File: config.mk
export PLATFORM = sky130hd
export DESIGN_NAME = calc1_port_scheduler
export DESIGN_NICKNAME = d
export VERILOG_FILES = /design/src/rtl/calc1_port_scheduler.sv
export SDC_FILE = /design/constraint.sdc
export NUM_CORES = 1
export LEC_CHECK = 0
export ABC_AREA = 1
export BUFFER_PORTS_ARGS = -buffer_cell sky130_fd_sc_hd__buf_4
export CORE_UTILIZATION = 40
export DETAILED_ROUTE_END_ITERATION = 8
export PLACE_DENSITY = 0.66
export SYNTH_ARGS = -nofsm -noshare
export SYNTH_HDL_FRONTEND = slang
export SYNTH_SLANG_ARGS = --single-unit
File: constraint.sdc
create_clock -name c_clk -period 7.7 [get_ports c_clk]
set_clock_uncertainty 0.2 [all_clocks]
set_input_delay 0.77 -clock c_clk [delete_from_list [all_inputs] [get_ports c_clk]]
set_output_delay 0.77 -clock c_clk [all_outputs]
set_load 0.01 [all_outputs]
File: src/rtl/calc1_port_scheduler.sv
// calc1_port_scheduler: four calc1 two-cycle ports sharing one pipelined add/sub/shift ALU.
// Define CALC_FIXED_PRIO_EN for fixed priority (port1 highest) instead of round-robin.
module calc1_port_scheduler #(
    parameter int ALU_LAT = 2,
    parameter int RR_INIT = 0
) (
    input  logic        c_clk,
    input  logic        reset_n,
    input  logic [0:3]  req1_cmd_in,
    input  logic [0:3]  req2_cmd_in,
    input  logic [0:3]  req3_cmd_in,
    input  logic [0:3]  req4_cmd_in,
    input  logic [0:31] req1_data_in,
    input  logic [0:31] req2_data_in,
    input  logic [0:31] req3_data_in,
    input  logic [0:31] req4_data_in,
    output logic [0:1]  out_resp1,
    output logic [0:1]  out_resp2,
    output logic [0:1]  out_resp3,
    output logic [0:1]  out_resp4,
    output logic [0:31] out_data1,
    output logic [0:31] out_data2,
    output logic [0:31] out_data3,
    output logic [0:31] out_data4,
    output logic [0:3]  busy
);
    typedef enum logic [1:0] {IDLE, OP2, PEND, EXEC} state_t;
    typedef struct packed {
        logic        v;
        logic [1:0]  port;
        logic [1:0]  resp;
        logic [31:0] data;
    } slot_t;

    state_t      st [4];
    logic [3:0]  cmd_in [4];
    logic [3:0]  cmd_q [4];
    logic [31:0] din [4];
    logic [31:0] a_q [4];
    logic [31:0] b_q [4];
    logic [31:0] data_q [4];
    logic [1:0]  resp_q [4];
    logic [1:0]  ptr;
    logic [1:0]  gnt;
    logic        gnt_v;
    slot_t       pipe [ALU_LAT];
    slot_t       issue;
    slot_t       done;
    logic [31:0] a;
    logic [31:0] b;
    logic [3:0]  c;
    logic [32:0] sum;
    logic        err;

    function automatic logic valid_cmd(input logic [3:0] cmd);
        return cmd inside {4'd1, 4'd2, 4'd5, 4'd6};
    endfunction

    assign cmd_in    = '{req1_cmd_in, req2_cmd_in, req3_cmd_in, req4_cmd_in};
    assign din       = '{req1_data_in, req2_data_in, req3_data_in, req4_data_in};
    assign out_resp1 = resp_q[0];
    assign out_resp2 = resp_q[1];
    assign out_resp3 = resp_q[2];
    assign out_resp4 = resp_q[3];
    assign out_data1 = data_q[0];
    assign out_data2 = data_q[1];
    assign out_data3 = data_q[2];
    assign out_data4 = data_q[3];
    assign busy      = {st[0] != IDLE, st[1] != IDLE, st[2] != IDLE, st[3] != IDLE};
    assign done      = pipe[ALU_LAT-1];

`ifdef CALC_FIXED_PRIO_EN
    assign ptr = 2'd0;
`else
    always_ff @(posedge c_clk or negedge reset_n) begin
        if (!reset_n)
            ptr <= 2'(RR_INIT);
        else if (gnt_v)
            ptr <= gnt + 2'd1;
    end
`endif

    // Scan from the highest-offset candidate down so the port nearest ptr wins.
    always_comb begin
        gnt_v = 1'b0;
        gnt   = 2'd0;
        for (int i = 3; i >= 0; i--)
            if (st[ptr + 2'(i)] == PEND) begin
                gnt_v = 1'b1;
                gnt   = ptr + 2'(i);
            end
    end

    always_comb begin
        a          = a_q[gnt];
        b          = b_q[gnt];
        c          = cmd_q[gnt];
        sum        = {1'b0, a} + {1'b0, b};
        err        = (c == 4'd1 && sum[32]) || (c == 4'd2 && b > a);
        issue.v    = gnt_v;
        issue.port = gnt;
        issue.resp = err ? 2'd2 : 2'd1;
        issue.data = err ? '0 : c == 4'd1 ? sum[31:0] : c == 4'd2 ? a - b :
                     c == 4'd5 ? a << b[4:0] : a >> b[4:0];
    end

    always_ff @(posedge c_clk or negedge reset_n) begin
        if (!reset_n) begin
            for (int k = 0; k < 4; k++) begin
                st[k]     <= IDLE;
                cmd_q[k]  <= '0;
                a_q[k]    <= '0;
                b_q[k]    <= '0;
                resp_q[k] <= '0;
                data_q[k] <= '0;
            end
            for (int i = 0; i < ALU_LAT; i++)
                pipe[i] <= '0;
        end else begin
            pipe[0] <= issue;
            for (int i = 1; i < ALU_LAT; i++)
                pipe[i] <= pipe[i-1];
            for (int k = 0; k < 4; k++) begin
                resp_q[k] <= '0;
                data_q[k] <= '0;
                case (st[k])
                    IDLE: if (cmd_in[k] != '0) begin
                        st[k]    <= OP2;
                        cmd_q[k] <= cmd_in[k];
                        a_q[k]   <= din[k];
                    end
                    OP2: begin
                        b_q[k]    <= din[k];
                        st[k]     <= valid_cmd(cmd_q[k]) ? PEND : IDLE;
                        resp_q[k] <= valid_cmd(cmd_q[k]) ? 2'd0 : 2'd2;
                    end
                    PEND: if (gnt_v && gnt == 2'(k))
                        st[k] <= EXEC;
                    EXEC: if (done.v && done.port == 2'(k)) begin
                        st[k]     <= IDLE;
                        resp_q[k] <= done.resp;
                        data_q[k] <= done.data;
                    end
                    default: st[k] <= IDLE;
                endcase
            end
        end
    end
endmodule

==> metrics, run 1 <==
# IOs=approximately 290; Starting DRT DRC Count=3429; Synth Cell Area=27900 µm²; CP dominant cell by count=nand2_1; Die Height=around 270 µm; fin. max-slew vios=0; critical path launch point type=flip-flop; vias per cell=~5.3; First-pass DRT Iterations=9; post-route ant nets=0; Fmax achieved=158 MHz; full die area=70900 µm²; multi-input logic area=around 13000 µm²; Synth Instances=about 3900; DRT Wirelength=97.5 mm; Final Hold Fails=0; Main synth FF type=dfrtp_1; Placed Cells=about 4900; Crit path max-delay family=simple AND/OR/NAND/NOR gates; clock sink total=a little under 500; cts bufs inserted=52; RSZ-0062 raised after global routing=no; Buf/Inv on CP=7; Chip Width=around 270 µm; Required @ worst endpoint=7.94 ns; Synth top cells by count=972 x nand2_1, 515 x inv_1, 492 x dfrtp_1; Worst Setup End Kind=flip-flop; number of global-route vias before repair=25007; synth warn=0; nets=4263; GPL Wtd Cong=between 1 and 1.5; gr ovfl total=0; top-count cell post-synth=nand2_1; first-pass GRT wire length=149 mm; Post-synth EDFFs=0; Clk pin slew, worst setup/hold paths=0.06 ns; CTS root buf=clkbuf_16; Synth Register Bits=about 490; largest area contributor in the netlist=dfrtp_1; Port-buffer cells=~290; cts hold-fix bufs=1; min cycle time layout=approximately 6.3 ns; wire per inst=slightly below 20 µm; part of the Yosys area used for sequential elements=0.441; Net Count, Synth=4092; num rows=96; clk buf depth=3; # fillers=7027; post-CTS setup buffer count=0; Tcrit/Tclk final=0.824; Final WS setup=1.35 ns; Hold Crit Class=flip-flop to flip-flop; Setup TNS Final=0 ns; GRT Util Overall=0.274; Resized cells post-CTS=0; Worst path slowest cell=dfrtp_1; # diodes=0; dominant cells by area after synthesis=dfrtp_1 44%, nand2_1 13%, o21ai_0 8.0%; final setup fails=0; kind of critical path=flip-flop to flip-flop; HPWL Detailed=~72 mm; DRC viols=0; TritonCTS clock tree=built; largest net degree at the start of global routing=slightly above 200; initial antenna violation count=0; max incr delay on CP=0.63 ns; Crit Path Max Fanout=between 100 and 150; initial core utilization=0.406; status=completed; Async SR Flop Fraction=1.00; Max Cap Viol=0; Core ar.=68800 µm²; Synth cell types=47; critical path arrival=approximately 6.6 ns; dpl cell area=about 31000 µm²; final non-filler cell total=5015; Worst-Margin Slew=between 1 and 1.5 ns; Syn-to-layout area delta=16.2%; Storage cell area=12300 µm²; max_slew headroom=0.301; clk_lat worst skew=about 0.61 ns; layout cells sized above 1=0.113; via count=roughly 27000; Yosys top cell area share=0.441; # H-tree levels=2; design area=around 32000 µm²; Avg Inst Size Synth=just over 7 µm²; dpl ws=~1.5 ns
==> state kept, by name, summed over array words and instances (netlist names), named ones only <==
register   count
a_q          128
b_q          128
cmd_q         16
done          37
out_data1     32
out_data2     32
out_data3     32
out_data4     32
out_resp1      2
out_resp2      2
out_resp3      2
out_resp4      2
pipe          37
ptr            2
st             4
==> metal layers <==
| metal | GRT usage | up-vias | part of all wire |
|---|---|---|---|
| li1 | - | 12683 | - |
| met4 | 0.123 | 0 | 0.048 |
| met1 | 0.386 | 12471 | 0.44 |
| met3 | 0.0376 | 204 | 0.082 |
| met5 | 0 | - | 0 |
| met2 | 0.418 | 1243 | 0.43 |
==> worst paths after layout <==
path / depth (start not counted) / endpoint / from / slack (ns)
worst max-delay path: 27 / pipe[50] / ptr[0] / 1.35
worst min-delay path: 0 / done[13] / pipe[50] / 0.14
worst max register to register: 27 / pipe[50] / ptr[0] / 1.35
worst min register to register: 0 / done[13] / pipe[50] / 0.14
max in group asynchronous: 3 / pipe[52] / reset_n / 5.36
min in group asynchronous: 2 / cmd_q[12] / reset_n / 0.51
==> logic make-up after synthesis <==
kind of cell / after synthesis / synth area share
mux: 28 / 0.0101
flops: 492 / 0.441
xor+xnor: 20 / 0.00627
fa+ha+maj: 70 / 0.0314
buf+inv: 738 / 0.106
simple gates: 1810 / 0.270
compound gates: 718 / 0.135
==> through the flow <==
| stage | hold WS, ns | utilization |
|---|---|---|
| after floorplan | 0.131 | - |
| after global placement | 0.132 | 0.445 |
| after detailed placement | 0.136 | 0.445 |
| after CTS | 0.148 | 0.472 |
| after global routing | 0.152 | 0.472 |
| final | 0.139 | 0.472 |
==> cells in the final DEF, fill, tap and decap left out, drive strengths merged, types with 2 or more instances in the layout <==
cell        n
a211oi      3
nor3b       2
mux2i      27
dfrtp     492
clkbuf     68
a21boi      4
xor2       20
nor2      346
clkinv     12
and3        3
clkinvlp    4
nor3       21
buf       320
nor4        6
nand3     422
a21oi     169
o211ai     13
nand3b      3
bufinv      7
o221ai      3
o21ai     480
o22ai       6
nand4      10
a2111oi     4
ha         70
a31oi      18
inv       534
nand2     988
and2        9
o21a        9
a21o        6
==> final cells by class <==
cell class / instances / area share
well taps: 931 / 0.0359
inverters: 534 / 0.0618
multi-input cells: 2646 / 0.391
clock buffers: 68 / 0.0447
repair buffers: 321 / 0.0757
clock inverters: 23 / 0.0113
flip-flops and latches: 492 / 0.379
Power of run 1 is left out: the tool's default activity adds up to more than one toggle a clock period on the data nets, which glitch-free logic cannot reach.
==> run 2, diff against run 1 <==
- ABC_AREA: 1 -> 0
- clock period: 7.7 -> 6.6 ns (I/O delays scaled with it)
==> run 2 against run 1 <==
Synthesized area shrank 2.8%; final cell count decreased by 25%; first-iteration DRC count fell by 30%; flip-flop and latch count did not move; register-to-register slack lost 0.92 ns; non-clock buffer count increased by 30; critical path type unchanged.
==> metrics, run 2 <==
largest area contributor in the netlist=dfrtp_1; critical path arrival=6.47 ns (-0.12 ns); DRC viols=0 (unchanged); most frequent cells in the layout=492 x dfrtp_1, 345 x buf_4, 254 x mux2_2, 235 x nand2_1, 231 x mux2i_1; post-route ant nets=0 (unchanged); layout cells sized above 1=0.266 (+0.153); clock sink total=492 (unchanged); design area=32100 µm² (-0.98%); synth warn=0 (unchanged); largest net degree at the start of global routing=172 (-15%); Clk pin slew, worst setup/hold paths=0.06 ns (about the same); Required @ worst endpoint=6.90 ns (-1.04 ns); Core ar.=67200 µm² (-2.4%); via count=22227 (-16%); kind of critical path=flip-flop to flip-flop; HPWL Detailed=70.6 mm (-2.4%); Async SR Flop Fraction=1.00 (unchanged); hold_sp=req1_data_in[5]; min cycle time layout=6.17 ns (-0.180 ns); Top Registers=a_q (128), b_q (128); Port-buffer cells=285 (unchanged); Fmax achieved=162 MHz (+2.9%); Net Count, Synth=2826 (-31%); Storage cell area=12300 µm² (unchanged); TritonCTS clock tree=built; number of global-route vias before repair=22626 (-9.5%); num rows=95 (-1.0%); GRT Util Overall=0.273 (-0.000762); Worst Setup End Kind=flip-flop; reg2reg start=st[6]; Syn-to-layout area delta=18.4%; nets=3050 (-28%); final setup fails=0 (unchanged); clk_lat worst skew=0.64 ns (+0.03 ns); CTS root buf=clkbuf_16; Final Util=0.478 (+0.00696); Synth cell types=104 (+120%); GPL Wtd Cong=0.998 (-3.3%); CP startpoint=st[6]; clk buf depth=3 (unchanged); DRT Wirelength=95.2 mm (-2.4%); multi-input logic area=13600 µm² (+7.5%); # diodes=0 (unchanged); Crit Path Max Fanout=13 (-89%); Setup TNS Final=0 ns (unchanged); gr ovfl total=0 (unchanged); fin. max-slew vios=0 (unchanged); full die area=68900 µm² (-2.8%); Placed Cells=3650 (-26%); vias per cell=5.93 (+12%); Synth Cell Area=27100 µm² (-2.8%); dpl cell area=30200 µm² (-1.5%); # IOs=286 (unchanged); part of the Yosys area used for sequential elements=0.454 (+0.0128); Starting DRT DRC Count=2402 (-30%); RSZ-0062 raised after global routing=no; Max Cap Viol=0 (unchanged); First-pass DRT Iterations=6 (-3); Synth Register Bits=492 (unchanged); # H-tree levels=2 (unchanged); critical path launch point type=flip-flop; wire per inst=25.4 µm (+30%); Worst-Margin Slew=1.08 ns (+0.0304 ns); max_slew headroom=0.280 (-0.0203); Synth Instances=2610 (-33%); final non-filler cell total=3750 (-25%); Tcrit/Tclk final=0.935 (+0.110); Post-synth EDFFs=0 (unchanged); # fillers=6177 (-12%); top-count cell post-synth=dfrtp_1; Hold Crit Class=input port to flip-flop; initial core utilization=0.404 (-0.00168); Yosys top cell area share=0.454 (+0.0128); Synth top cells by count=492 x dfrtp_1, 254 x mux2_2, 235 x nand2_1; initial antenna violation count=3 (+3); cts bufs inserted=53 (+1.9%); status=completed; Main synth FF type=dfrtp_1; Avg Inst Size Synth=10.4 µm² (+44%); Die Height=262 µm (-1.4%); Chip Width=262 µm (-1.4%); first-pass GRT wire length=145 mm (-3.2%); most common cell after layout, fill and taps aside=dfrtp_1; dominant cells by area after synthesis=dfrtp_1 45%, mux2_2 11%, mux2i_1 8.5%; Final Hold Fails=0 (unchanged)
run 2: worst paths after layout:
kind                                end  slack, ns  depth (start not counted)
hold reg to reg                done[31]       0.15                          0
max in group asynchronous       b_q[18]       4.24                          3
min in group asynchronous  out_data4[3]       0.40                          2
hold / removal                 a_q[122]       0.03                          3
setup / recovery               pipe[66]       0.43                         18
setup reg to reg               pipe[66]       0.43                         18
run 2: cell families (layout without fill, tap and decap cells):
kind of cell | after synthesis | after routing | share of synthesized area
compound gates | 536 | 536 | 0.141
simple gates | 701 | 701 | 0.128
flops | 492 | 492 | 0.454
buf+inv | 302 | 569 | 0.0465
mux | 487 | 487 | 0.192
fa+ha+maj | 73 | 73 | 0.0334
xor+xnor | 19 | 19 | 0.00613
run 2: metal layers:
layer | routed length, µm | track usage
met1 | 41400 | 0.377
met2 | 43900 | 0.437
met3 | 7140 | 0.0477
met4 | 2700 | 0.0839
met5 | 23 | 0
run 2: what timing repair did:
action	4_1_cts	5_1_grt
hold buffers	2	0
endpoints found under the setup margin	0	1
resized for setup	0	1
setup buffers	0	0
endpoints found under the hold margin	74	0
run 2: metrics by stage:
step                setup WS [ns]  hold WS (ns)
global placement            0.568         0.134
detailed placement          0.511         0.135
CTS                         0.456       0.00172
floorplan                   0.877         0.131
finish                      0.432        0.0276
global route               0.0595        0.0228
run 2: cell type report:
cell class / count / area share
Sequential cell: 492 / 0.383
Clock inverter: 23 / 0.0125
Timing Repair Buffer: 351 / 0.0836
Clock buffer: 75 / 0.0482
Inverter: 120 / 0.0142
Multi-Input combinational cell: 1816 / 0.424
Tap cell: 873 / 0.0340
run 2: worst max-delay path, cell delays in order, from the launching register on:
cell and delay [ns]:
dfrtp_1 0.47, nand3b_1 0.24, a311oi_2 0.45, nor2_4 0.18, inv_2 0.29, nand3_1 0.34, and2_2 0.41, ha_1 0.32
maj3_1 0.36, and3_1 0.18, a211o_1 0.35, a211oi_1 0.27, nor3_1 0.08, buf_4 0.17, o41ai_4 0.63, a21oi_1 0.28
o21ai_1 0.33, mux2i_1 0.15, a2111oi_2 0.31
Power of run 2 is left out for the same reason.
